### config.mk
export PLATFORM = sky130hd
export DESIGN_NAME = lc_sub_flat
export DESIGN_NICKNAME = d
export VERILOG_FILES = /design/src/rtl/lc_sub_if.sv /design/src/rtl/lc_sub.sv /design/src/flat_wrapper.sv
export SDC_FILE = /design/constraint.sdc
export NUM_CORES = 1
export LEC_CHECK = 0
export ABC_CLOCK_PERIOD_IN_PS = 2300
export BUFFER_PORTS_ARGS = -buffer_cell sky130_fd_sc_hd__buf_2
export CAP_MARGIN = 0
export CORE_AREA = 8 8 45 47
export CTS_BUF_LIST = sky130_fd_sc_hd__clkbuf_8
export DETAILED_ROUTE_END_ITERATION = 8
export DIE_AREA = 0 0 53 55
export GPL_ROUTABILITY_DRIVEN = 0
export PLACE_DENSITY_LB_ADDON = 0.25
export SLEW_MARGIN = 20
export SYNTH_ARGS = -nofsm -noshare
export SYNTH_HDL_FRONTEND = slang
export SYNTH_SLANG_ARGS = --single-unit
### constraint.sdc
create_clock -name clk -period 2.3 [get_ports clk]
set_clock_uncertainty 0.05 [all_clocks]
set_input_delay 0.575 -clock clk [delete_from_list [all_inputs] [get_ports clk]]
set_output_delay 0.575 -clock clk [all_outputs]
set_load 0.005 [all_outputs]
### src/rtl/lc_sub_if.sv
// Operand/result bundle for the lc_sub adder/subtractor.
// The master drives operands and mode; the slave returns the registered result.
interface lc_sub_if;
    logic [3:0] a;
    logic [3:0] b;
    logic       cin;
    logic [3:0] res;
    logic       cout;

    modport master (
        output a,
        output b,
        output cin,
        input  res,
        input  cout
    );

    modport slave (
        input  a,
        input  b,
        input  cin,
        output res,
        output cout
    );
endinterface

### src/rtl/lc_sub.sv
// 4-bit carry-lookahead adder/subtractor with a registered result.
// cin=1 computes a - b (a + ~b + 1), cin=0 computes a + b; outputs appear one cycle later.
module lc_sub (
    input  logic     clk,
    input  logic     rst,
    lc_sub_if.slave  bus
);

    logic [3:0] bx;
    logic [3:0] g;
    logic [3:0] p;
    logic [3:0] s;
    logic       c0, c1, c2, c3, c4;
    logic       grp_p;
    logic       grp_g;

    logic [3:0] res_d, res_q;
    logic       cout_d, cout_q;

    // Operand conditioning: invert b when subtracting; cin doubles as carry-in.
    assign bx = bus.b ^ {4{bus.cin}};
    assign c0 = bus.cin;

    assign g = bus.a & bx;
    assign p = bus.a ^ bx;

    // Lookahead carries, each formed directly from c0 with no ripple.
    assign c1 = g[0] | (p[0] & c0);
    assign c2 = g[1] | (p[1] & g[0]) | (p[1] & p[0] & c0);
    assign c3 = g[2] | (p[2] & g[1]) | (p[2] & p[1] & g[0]) | (p[2] & p[1] & p[0] & c0);

    // Group propagate/generate, kept for cascading wider adders.
    assign grp_p = &p;
    assign grp_g = g[3] | (p[3] & g[2]) | (p[3] & p[2] & g[1]) | (p[3] & p[2] & p[1] & g[0]);
    assign c4    = grp_g | (grp_p & c0);

    assign s = p ^ {c3, c2, c1, c0};

    always_comb begin
        res_d  = s;
        cout_d = c4;
    end

    always_ff @(posedge clk) begin
        if (rst) begin
            res_q  <= 4'b0000;
            cout_q <= 1'b0;
        end else begin
            res_q  <= res_d;
            cout_q <= cout_d;
        end
    end

    assign bus.res  = res_q;
    assign bus.cout = cout_q;

endmodule

### src/flat_wrapper.sv
// flat-port wrapper written by rule: the top's interface ports become plain ports
module lc_sub_flat 
  (clk, rst, bus_a, bus_b, bus_cin, bus_res, bus_cout);
  lc_sub_if bus_i ();
  input  logic clk;
  input  logic rst;
  input wire logic [$bits(bus_i.a)-1:0] bus_a;
  input wire logic [$bits(bus_i.b)-1:0] bus_b;
  input wire logic [$bits(bus_i.cin)-1:0] bus_cin;
  output wire logic [$bits(bus_i.res)-1:0] bus_res;
  output wire logic [$bits(bus_i.cout)-1:0] bus_cout;
  assign bus_i.a = bus_a;
  assign bus_i.b = bus_b;
  assign bus_i.cin = bus_cin;
  assign bus_res = bus_i.res;
  assign bus_cout = bus_i.cout;
  lc_sub u_core (.clk(clk), .rst(rst), .bus(bus_i));
endmodule
# Word-level counts from Yosys, hierarchy flattened
# Index checks and enable logic that the tools add are counted.
[word_totals] ramBits=0 out_inout_bits=5 mem_count=0 latch_bits=0 regBits=5 rom_bits=0
[classes] order_cmp=0 n_mul=0 div=0 shift=0 n_eq_ne=0 muxes=0 reduce_logical=1 bitwise=29 n_addsub=0
[op_table] cell="1-bit AND" n=15
[op_table] cell="4-bit bitwise XOR" n=3
[op_table] cell="1-bit OR" n=10
[op_table] cell="4-bit AND" n=1
[op_table] cell="4-bit AND reduction" n=1

# Depth between registers and ports, before layout
# Gate-level depths: netlist of run 1.
[logic_depth] word_depth=7 depth_mapped=6

# Least setup slack after synthesis of run 1
# OpenSTA, ideal clock, no wires.
[synth_path] path_kind="input port to flip-flop" start="input bus_cin" end="register u_core.res_q[3] (netlist: u_core.bus.res[3])" arrival_time_ns=1.768 setup_slack_ns=0.410 path_buffers=1 stages=6 t_required_ns=2.178 path_cell_list="buf_6 -> xor2_1 -> ha_1 -> a211oi_4 -> o21ba_2 -> mux2i_1"
[synth_via] elab_chain_cells=7 word_cells_on_any_way=12
[synth_rtl] element="from (decl)" line_no="flat_wrapper.sv:9" rtl="input wire logic [$bits(bus_i.cin)-1:0] bus_cin;"
[synth_rtl] element="4-bit bitwise XOR" line_no="lc_sub.sv:21" rtl="assign bx = bus.b ^ {4{bus.cin}};"
[synth_rtl] element="4-bit bitwise XOR or 4-bit AND (tied branches)" line_no="lc_sub.sv:25, lc_sub.sv:24"
[synth_rtl] element="1-bit AND" line_no="lc_sub.sv:30" rtl="assign c3 = g[2] | (p[2] & g[1]) | (p[2] & p[1] & g[0]) | (p[2] & p[1] & p[0] & c0);"
[synth_rtl] element="1-bit OR or 1-bit AND (tied branches) (2 in a row)" line_no="lc_sub.sv:30"
[synth_rtl] element="1-bit OR" line_no="lc_sub.sv:30"
[synth_rtl] element="4-bit bitwise XOR *" line_no="lc_sub.sv:37" rtl="assign s = p ^ {c3, c2, c1, c0};"
[synth_rtl] element="to (signal assigned)" line_no="lc_sub.sv:49" rtl="res_q <= res_d;"
[synth_rtl] element="to (decl)" line_no="lc_sub.sv:17" rtl="logic [3:0] res_d, res_q;"
# Mark *: on every way between the ends. The rest lies on a longest branch, timed or not.
# A chain may end at the register's enable or synchronous reset.

# Final worst setup path of run 1
# Same ends and word-level chain as after synthesis.

==> impl_results.md, run 1 <==
* CP Data Required Time at between 2 and 2.5 ns
* Synth Net Count at 46
* Pre-CTS WS at 0.239 ns
* IO Pins at 16
* RSZ-0062 raised after global routing: no
* Fin crit share at 0.802
* Sequential-to-total area share from yosys stat at 0.310
* CTS clk-pin slew, worst paths at 0.03 ns
* H-Tree Depth at 1
* Mux cell area share after synthesis at 0.0620
* Antenna Cells at 0
* # port buffers at 15
* Initial antenna violation count at 0
* PD cells at about 760 mW/mm2
* Initial Util at 0.233
* Ys Warns at 0
* Post-route setup slack at 0.455 ns
* Antenna Nets Post-Route at 0
* Max Cap Violations at 0
* Simple-Gate Fraction of Synth Area at 0.0891
* Std-Cell Core Area at 0.00138 mm2
* Hold Crit Depth at 2
* Synth Instances at 31
* Layout cells sized above 1 at 0.429
* Worst Tran Pin Value at 0.268 ns
* #FFs+latches synth at 5
* Die footprint at 0.00292 mm2
* Xor/xnor cell area share of the yosys netlist at 0.163
* Post-synthesis compound-gate area fraction at 0.174
* Final Critical Period at 1.84 ns
* Iter 0 DRT Violations at 2
* Vias in the first global route at 257
* Post-CTS Resized at 0
* Total Power at roughly 340 uW
* Largest family of logic cells by synthesized area: compound AO/OA/AOI/OAI gates
* Final nets at 65
* Drt via density at 4.05
* CTS sink cnt at 5
* Clock tree root buffer cell: clkbuf_8
* P_leak at 0.231 nW
* Total gr overflow at 0
* Min-delay src: rst
* Layout fillers at 156
* Highest clock rate at between 500 and 600 MHz
* WS Path Type: in -> reg
* Residual DRC at 0
* Headroom to the max-slew limit at 0.819
* Total GRT Usage at 0.0481
* First-pass DRT Iterations at 3
* Netlist cell types at 17
* Global-route wire length before repair at between 1000 and 1500 um
* Crit path arrival time at 1.94 ns
* Finish-stage setup viols at 0
* Synth Area in Adders at 0.155
* Status: completed
* Area of the mapped netlist at 323 um2
* Worst Path Max Fanout at 8
* DR vias at 263
* CP startpoint kind: input port
* Die extent in x at 53 um
* Avg Inst Size Synth at roughly 10 um2
* Hold Buf Count CTS at 0
* Max VDD drop at 239 uV
* Post-layout utilization of the core at 0.326
* Setup_tns at 0 ns
* Largest net degree at the start of global routing at 9
* Total Wirelength at 638 um
* Hold Fails Final Rpt at 0
* CTS Buf Count at 3
* CTS tree: done
* Rows at 14
* WL/cell at 9.82 um
* CP endpoint kind: flip-flop
* Worst hold-check path type: in -> reg
* Max clock buf depth at 2
* Setup Buffers After CTS at 0
* Fin. max-slew vios at 0
* Area growth from synthesis to layout at 39.9%
* Worst Hold Path EP: u_core.bus.res[0]
* Chip height at 55 um
-- power by group --
group          internal (mW)  switching, mW  leakage (nW)  total, mW
Sequential             0.100        0.00256        0.0417      0.103
Clock                  0.114         0.0386        0.0269      0.153
Combinational         0.0461         0.0418         0.163     0.0880
Total                  0.260         0.0830         0.231      0.343
-- layout by cell type, fill, tap and decap left out, drive strengths merged, types with 2 or more instances in the layout --
| master | instances |
|---|---|
| buf | 15 |
| xor2 | 5 |
| dfxtp | 5 |
| ha | 4 |
| nor2 | 3 |
| clkbuf | 3 |
| mux2i | 2 |
| inv | 2 |
| a211oi | 2 |
-- cell usage after synthesis --
cell type | number | area, um2
dfxtp_1 | 5 | 100
xor2_1 | 5 | 43.8
ha_1 | 4 | 50.1
nor2_1 | 3 | 11.3
mux2i_1 | 2 | 20.0
a211oi_1 | 1 | 7.51
a211oi_4 | 1 | 20.0
a21o_1 | 1 | 7.51
buf_6 | 1 | 11.3
inv_1 | 1 | 3.75
nand2b_1 | 1 | 6.26
nor3_1 | 1 | 5.00
o21ai_0 | 1 | 5.00
o21ba_2 | 1 | 10.0
o22ai_1 | 1 | 6.26
or2_2 | 1 | 6.26
xnor2_1 | 1 | 8.76
-- worst max-delay path by stage --
| stage | depth (start not counted) | endpoint | slack (ns) | start |
|---|---|---|---|---|
| after floorplan | 6 | u_core.bus.res[3] | 0.41 | bus_cin |
| after global placement | 6 | u_core.bus.res[3] | 0.24 | bus_cin |
| after detailed placement | 6 | u_core.bus.res[3] | 0.24 | bus_cin |
| after CTS | 6 | u_core.bus.res[3] | 0.44 | bus_cin |
| after global routing | 6 | u_core.bus.res[3] | 0.39 | bus_cin |
| final | 6 | u_core.bus.res[3] | 0.46 | bus_cin |
-- layout make-up --
| class | count | area, um2 | share of cell area |
|---|---|---|---|
| clock inverters | 1 | 3.75 | 0.00831 |
| well taps | 16 | 20.0 | 0.0443 |
| inverters | 1 | 3.75 | 0.00831 |
| flip-flops and latches | 5 | 100 | 0.222 |
| repair buffers | 15 | 75.1 | 0.166 |
| clock buffers | 3 | 41.3 | 0.0914 |
| multi-input cells | 24 | 208 | 0.460 |
-- cell families after synthesis --
kind of cell | count (synthesis)
compound gates | 6
xor+xnor | 6
fa+ha+maj | 4
buf+inv | 2
flops | 5
mux | 2
simple gates | 6
-- sequential cells by signal (all words and copies together) (netlist names) --
name and count:
u_core.bus.res 4, u_core.bus.cout 1
-- critical path, stage by stage --
cell and delay [ns]:
buf_2 0.17, xor2_1 0.18, ha_1 0.35, a211oi_4 0.27, o21ba_2 0.20, mux2i_1 0.19
-- routing by layer --
| layer | routed length (um) | part of all wire | up-vias | global-route usage |
|---|---|---|---|---|
| met4 | 10 | 0.016 | 0 | 0.0259 |
| li1 | - | - | 141 | - |
| met1 | 247 | 0.39 | 108 | 0.0473 |
| met5 | 0 | 0 | - | 0 |
| met2 | 285 | 0.45 | 12 | 0.0703 |
| met3 | 94 | 0.15 | 2 | 0.0401 |
-- per-stage QoR --
stage | cell area, um2 | std cells | hold slack (ns)
3_3_place_gp | 407 | 61 | 0.761
4_1_cts | 452 | 65 | 0.534
5_1_grt | 452 | 65 | 0.556
6_report | 452 | 65 | 0.534
3_5_place_dp | 407 | 61 | 0.759
2_1_floorplan | 323 | 31 | 0.597
Power figures use the tool's default switching activity.
==> run 2, diff against run 1 <==
--- a/config.mk
+++ b/config.mk
@@ -5,7 +5,7 @@
 export SDC_FILE = /design/constraint.sdc
 export NUM_CORES = 1
 export LEC_CHECK = 0
-export ABC_CLOCK_PERIOD_IN_PS = 2300
+export ABC_CLOCK_PERIOD_IN_PS = 1700
 export BUFFER_PORTS_ARGS = -buffer_cell sky130_fd_sc_hd__buf_2
 export CAP_MARGIN = 0
 export CORE_AREA = 8 8 45 47
==> constraint.sdc (replaced) <==
create_clock -name clk -period 1.7 [get_ports clk]
set_clock_uncertainty 0.05 [all_clocks]
set_input_delay 0.425 -clock clk [delete_from_list [all_inputs] [get_ports clk]]
set_output_delay 0.425 -clock clk [all_outputs]
set_load 0.005 [all_outputs]
==> run 2 against run 1 <==
Against the previous run:
- sequential power up 34%
- global-route usage up 0.83 points
- largest cell class unchanged
- flip-flop and latch count unchanged
- sequential share of layout area down 2.8 points
- wire length up 11%
- utilization up 4.8 points
- combinational power up 73%
- final cell count up 12%
==> impl_results.md, run 2 (synthesis gave the netlist of run 1 again) <==
* Antenna Cells at 0 (unchanged)
* CP startpoint kind: input port
* Non-Filler Instances at 73 (+12%)
* Commonest non-fill, non-tap cells in the layout: buf_2, buf_4, xor2_1, dfxtp_1, ha_1
* CTS Buf Count at 3 (unchanged)
* Leading cell type in the layout, fill and taps excluded: buf_2
* Initial Util at 0.233 (unchanged)
* # port buffers at 15 (unchanged)
* Met2 Routed Length at 324 um (+14%)
* CP Data Required Time at 1.80 ns (-0.59 ns)
* Critical path, cell by cell: buf_2 -> xor2_1 -> ha_1 -> a211oi_4 -> o21ba_4 -> mux2i_1
* Fin crit share at 0.908
* IO Pins at 16 (unchanged)
* Worst hold-check path type: in -> reg
* Std-Cell Core Area at 0.00138 mm2 (unchanged)
* Fin. max-slew vios at 0 (unchanged)
* Max Used Layer: met4
* Chip height at 55 um (unchanged)
* Max Cap Violations at 0 (unchanged)
* WL/cell at 9.73 um (-0.91%)
* Initial antenna violation count at 0 (unchanged)
* Layout cells sized above 1 at 0.509 (+0.0802)
* Iter 0 DRT Violations at 0 (-2)
* P_leak at 0.273 nW (+18%)
* Drt via density at 4.08 (+0.89%)
* Worst path buffer plus inverter count at 1 (unchanged)
* Final nets at 73 (+12%)
* Area growth from synthesis to layout at 60.5%
* Met3 WL at 73 um (-22%)
* Hold Fails Final Rpt at 0 (unchanged)
* WS Path Type: in -> reg
* Vias in the first global route at 304 (+18%)
* CTS clk-pin slew, worst paths at 0.03 ns (about the same)
* Setup Buffers After CTS at 0 (unchanged)
* Die footprint at 0.00292 mm2 (unchanged)
* PD cells at 971 mW/mm2 (+28%)
* Cell-internal power at 379 uW (+46%)
* Rows at 14 (unchanged)
* Crit path arrival time at 1.64 ns (-0.30 ns)
* Sw Ratio at 0.246 (+0.00402)
* First-pass DRT Iterations at 1 (-2)
* NetSw at 124 uW (+49%)
* Sequential share of power at 0.275 (-0.024)
* Total GRT Usage at 0.0564 (+0.00827)
* Finish-stage setup viols at 0 (unchanged)
* Total gr overflow at 0 (unchanged)
* Post-route setup slack at 0.157 ns (-0.298 ns)
* CTS tree: done
* Total Wirelength at 710 um (+11%)
* RSZ-0062 raised after global routing: no
* Final Critical Period at 1.54 ns
* Max clock buf depth at 2 (unchanged)
* Worst Tran Pin Value at 0.213 ns (-0.0548 ns)
* DR vias at 298 (+13%)
* CP endpoint kind: flip-flop
* CP delay by family, top: compound AO/OA/AOI/OAI gates
* Setup_tns at 0 ns (unchanged)
* Worst Path Max Fanout at 5 (-3)
* Highest clock rate at 648 MHz
* Post-CTS Resized at 0 (unchanged)
* Critical-path top delay cell: ha_1
* Max reg flops at 4 (unchanged)
* Max VDD drop at 215 uV (-9.9%)
* Headroom to the max-slew limit at 0.857 (+0.0376)
* Wire length on met1 at 292 um (+18%)
* Largest net degree at the start of global routing at 7 (-2)
* Pre-CTS WS at -0.0843 ns (-0.324 ns)
* Clock power share at 0.423 (-0.022)
* Post-layout utilization of the core at 0.374 (+0.0479)
* CTS sink cnt at 5 (unchanged)
* Part of the power in combinational logic at 0.302 (+0.046)
* H-Tree Depth at 1 (unchanged)
* Die extent in x at 53 um (unchanged)
* Placed Cells at 69 (+13%)
* Status: completed
* Largest stage delay on the critical path at 0.35 ns (about the same)
* Residual DRC at 0 (unchanged)
* Antenna Nets Post-Route at 0 (unchanged)
* Clock tree root buffer cell: clkbuf_8
* Hold Buf Count CTS at 0 (unchanged)
* Global-route wire length before repair at 1170 um (+15%)
-- run 2: cell count changes in the layout (fill, tap and decap cells not counted) --
cell	delta
o21ba_4	+1
buf_4	+8
o21ba_2	-1
-- run 2: worst paths after layout --
path / from / endpoint / cells past startpoint
worst max-delay path: bus_cin / u_core.bus.res[3] / 6
worst min-delay path: rst / u_core.bus.res[0] / 2
-- run 2: final cells by class --
class / instances / area, um2
fill: 155 / 866
multi-input combinational: 24 / 214
timing repair buffer: 23 / 135
sequential: 5 / 100
clock buffer: 3 / 41.3
tap: 16 / 20.0
clock inverter: 1 / 3.75
inverter: 1 / 3.75
-- run 2: power by group through the flow --
stage	sequential (mW)	combinational, mW	clock [mW]
floorplan	0.144	0.0846	0
CTS	0.139	0.156	0.220
global placement	0.140	0.155	0
detailed placement	0.140	0.155	0
global route	0.140	0.170	0.232
finish	0.138	0.152	0.213
-- run 2: stage by stage --
| stage | total power [mW] | hold slack (ns) | area [um2] |
|---|---|---|---|
| floorplan | 0.229 | 0.447 | 333 |
| global placement | 0.295 | 0.611 | 473 |
| detailed placement | 0.296 | 0.616 | 473 |
| CTS | 0.514 | 0.383 | 518 |
| global route | 0.541 | 0.391 | 518 |
| finish | 0.503 | 0.381 | 518 |
-- run 2: routing by layer --
layer | up-vias | GRT usage
met2 | 14 | 0.0879
met4 | 0 | 0.0647
met1 | 125 | 0.0550
li1 | 157 | -
met3 | 2 | 0.0187
met5 | - | 0
==> run 3, diff against run 2 <==
--- a/config.mk
+++ b/config.mk
@@ -5,13 +5,13 @@
 export SDC_FILE = /design/constraint.sdc
 export NUM_CORES = 1
 export LEC_CHECK = 0
-export ABC_CLOCK_PERIOD_IN_PS = 1700
-export BUFFER_PORTS_ARGS = -buffer_cell sky130_fd_sc_hd__buf_2
+export ABC_CLOCK_PERIOD_IN_PS = 1500
 export CAP_MARGIN = 0
 export CORE_AREA = 8 8 45 47
 export CTS_BUF_LIST = sky130_fd_sc_hd__clkbuf_8
 export DETAILED_ROUTE_END_ITERATION = 8
 export DIE_AREA = 0 0 53 55
+export DONT_BUFFER_PORTS = 1
 export GPL_ROUTABILITY_DRIVEN = 0
 export PLACE_DENSITY_LB_ADDON = 0.25
 export SLEW_MARGIN = 20
==> constraint.sdc (replaced) <==
create_clock -name clk -period 1.5 [get_ports clk]
set_clock_uncertainty 0.05 [all_clocks]
set_input_delay 0.375 -clock clk [delete_from_list [all_inputs] [get_ports clk]]
set_output_delay 0.375 -clock clk [all_outputs]
set_load 0.005 [all_outputs]
==> run 3 against run 2 <==
Against the previous run:
- sequential share of layout area increased by 5.4 points
- worst setup slack lost 0.048 ns
- flip-flop and latch count unchanged
- via count shrank 20%
- worst hold slack lost 0.20 ns
- critical path type unchanged
==> impl_results.md, run 3 (synthesis gave the netlist of run 1 again) <==
* Worst hold-check path type: in -> reg
* Commonest non-fill, non-tap cells in the layout: xor2_1, dfxtp_1, ha_1
* Max reg flops at 4 (unchanged)
* Residual DRC at 0 (unchanged)
* Clock tree root buffer cell: clkbuf_8
* Worst Hold Path EP: u_core.bus.res[0]
* Register area at 100 um2 (unchanged)
* Highest clock rate at 719 MHz
* Largest net degree at the start of global routing at 9 (+2)
* PD cells at 1270 mW/mm2 (+31%)
* Crit path arrival time at 1.49 ns (-0.15 ns)
* Hold Crit Depth at 1 (-1)
* Vias in the first global route at 260 (-14%)
* WS Path Type: in -> reg
* First-pass DRT Iterations at 2 (+1)
* Fin crit share at 0.928
* Headroom to the max-slew limit at 0.774 (-0.0833)
* CP startpoint kind: input port
* Die footprint at 0.00292 mm2 (unchanged)
* Total GRT Usage at 0.0509 (-0.00550)
* Min-delay src: rst
* CP Data Required Time at 1.59 ns (-0.21 ns)
* Iter 0 DRT Violations at 2 (+2)
* Antenna Nets Post-Route at 0 (unchanged)
* Dpl hpwl at 595 um
* Max Cap Violations at 0 (unchanged)
* Max clock buf depth at 2 (unchanged)
* Die extent in x at 53 um (unchanged)
* # port buffers at 0 (-15)
* Area occupied by multi-input gates at 214 um2 (unchanged)
* H-Tree Depth at 1 (unchanged)
* Critical-path top delay cell: o21ai_0
* DR vias at 237 (-20%)
* WL/cell at 12.9 um (+32%)
* Hold Buf Count CTS at 0 (unchanged)
* Antenna Cells at 0 (unchanged)
* Std-Cell Core Area at 0.00138 mm2 (unchanged)
* P_leak at 0.186 nW (-32%)
* Status: completed
* CP endpoint kind: flip-flop
* Post-CTS Resized at 0 (unchanged)
* Worst Tran Pin Value at 0.336 ns (+0.123 ns)
* RSZ-0062 raised after global routing: no
* Final nets at 53 (-27%)
* Critical path, cell by cell: xor2_1 -> ha_1 -> o21ai_0 -> o21ba_4 -> mux2i_1
* CTS sink cnt at 5 (unchanged)
* CTS Buf Count at 3 (unchanged)
* CTS clk-pin slew, worst paths at 0.03 ns (about the same)
* Total gr overflow at 0 (unchanged)
* Initial antenna violation count at 0 (unchanged)
* CTS tree: done
* Largest stage delay on the critical path at 0.30 ns (-0.05 ns)
* Fin. max-slew vios at 0 (unchanged)
* Finish-stage setup viols at 0 (unchanged)
* Non-Filler Instances at 53 (-27%)
* Initial Util at 0.233 (unchanged)
* Hold Fails Final Rpt at 0 (unchanged)
* Layout cells sized above 1 at 0.243 (-0.266)
* Post-layout utilization of the core at 0.293 (-0.0814)
* IO Pins at 16 (unchanged)
* Setup_tns at 0 ns (unchanged)
* Total Wirelength at 683 um (-3.8%)
* Rows at 14 (unchanged)
* Placed Cells at 49 (-29%)
* Layout fillers at 145 (-6.5%)
* Worst Path Max Fanout at 2 (-3)
* Drt via density at 4.47 (+9.5%)
* Setup Buffers After CTS at 0 (unchanged)
* Area growth from synthesis to layout at 25.6%
* Max VDD drop at 251 uV (+17%)
* Chip height at 55 um (unchanged)
* Final Critical Period at about 1.4 ns
* Global-route wire length before repair at 1060 um (-9.5%)
## run 3: area by class of cell
class,instances,share of cell area
Clock buffer,3,0.102
Clock inverter,1,0.00926
Inverter,1,0.00926
Multi-Input combinational cell,24,0.528
Sequential cell,5,0.247
Tap cell,16,0.0494
Timing Repair Buffer,3,0.0556
## run 3: worst max path at each step
stage,from,end,slack [ns],depth (start not counted)
CTS,bus_b[0],u_core.bus.res[3],0.09,5
finish,bus_b[1],u_core.bus.res[3],0.11,5
global placement,bus_b[0],u_core.bus.res[3],-0.06,5
global route,bus_b[1],u_core.bus.res[3],0.05,5
floorplan,bus_cin,u_core.bus.res[3],-0.14,6
detailed placement,bus_b[0],u_core.bus.res[3],-0.13,5
## run 3: layer usage
metal  global-route usage  share of wire
met1               0.0397           0.31
met3               0.0241           0.17
met5                    0              0
met2               0.0898           0.49
met4               0.0517          0.022
## run 3: report_power, final
group / leakage (nW) / switching, mW / internal [mW]
Clock: 0.0269 / 0.0615 / 0.175
Sequential: 0.0417 / 0.00932 / 0.154
Combinational: 0.118 / 0.0495 / 0.0652
Total: 0.186 / 0.120 / 0.394
## run 3: stage by stage
| stage | power [mW] | cell area, um2 | hold slack [ns] | setup WS [ns] |
|---|---|---|---|---|
| 2_1_floorplan | 0.261 | 338 | 0.397 | -0.137 |
| 3_5_place_dp | 0.283 | 360 | 0.406 | -0.130 |
| 5_1_grt | 0.547 | 405 | 0.177 | 0.0521 |
| 3_3_place_gp | 0.279 | 360 | 0.403 | -0.0555 |
| 6_report | 0.514 | 405 | 0.179 | 0.109 |
| 4_1_cts | 0.526 | 405 | 0.175 | 0.0945 |
## run 3: critical path: cells and delay by family
kind            cells  cell delay (ns)
compound gates      2             0.52
xor+xnor            1             0.14
mux                 1             0.18
fa+ha+maj           1             0.28
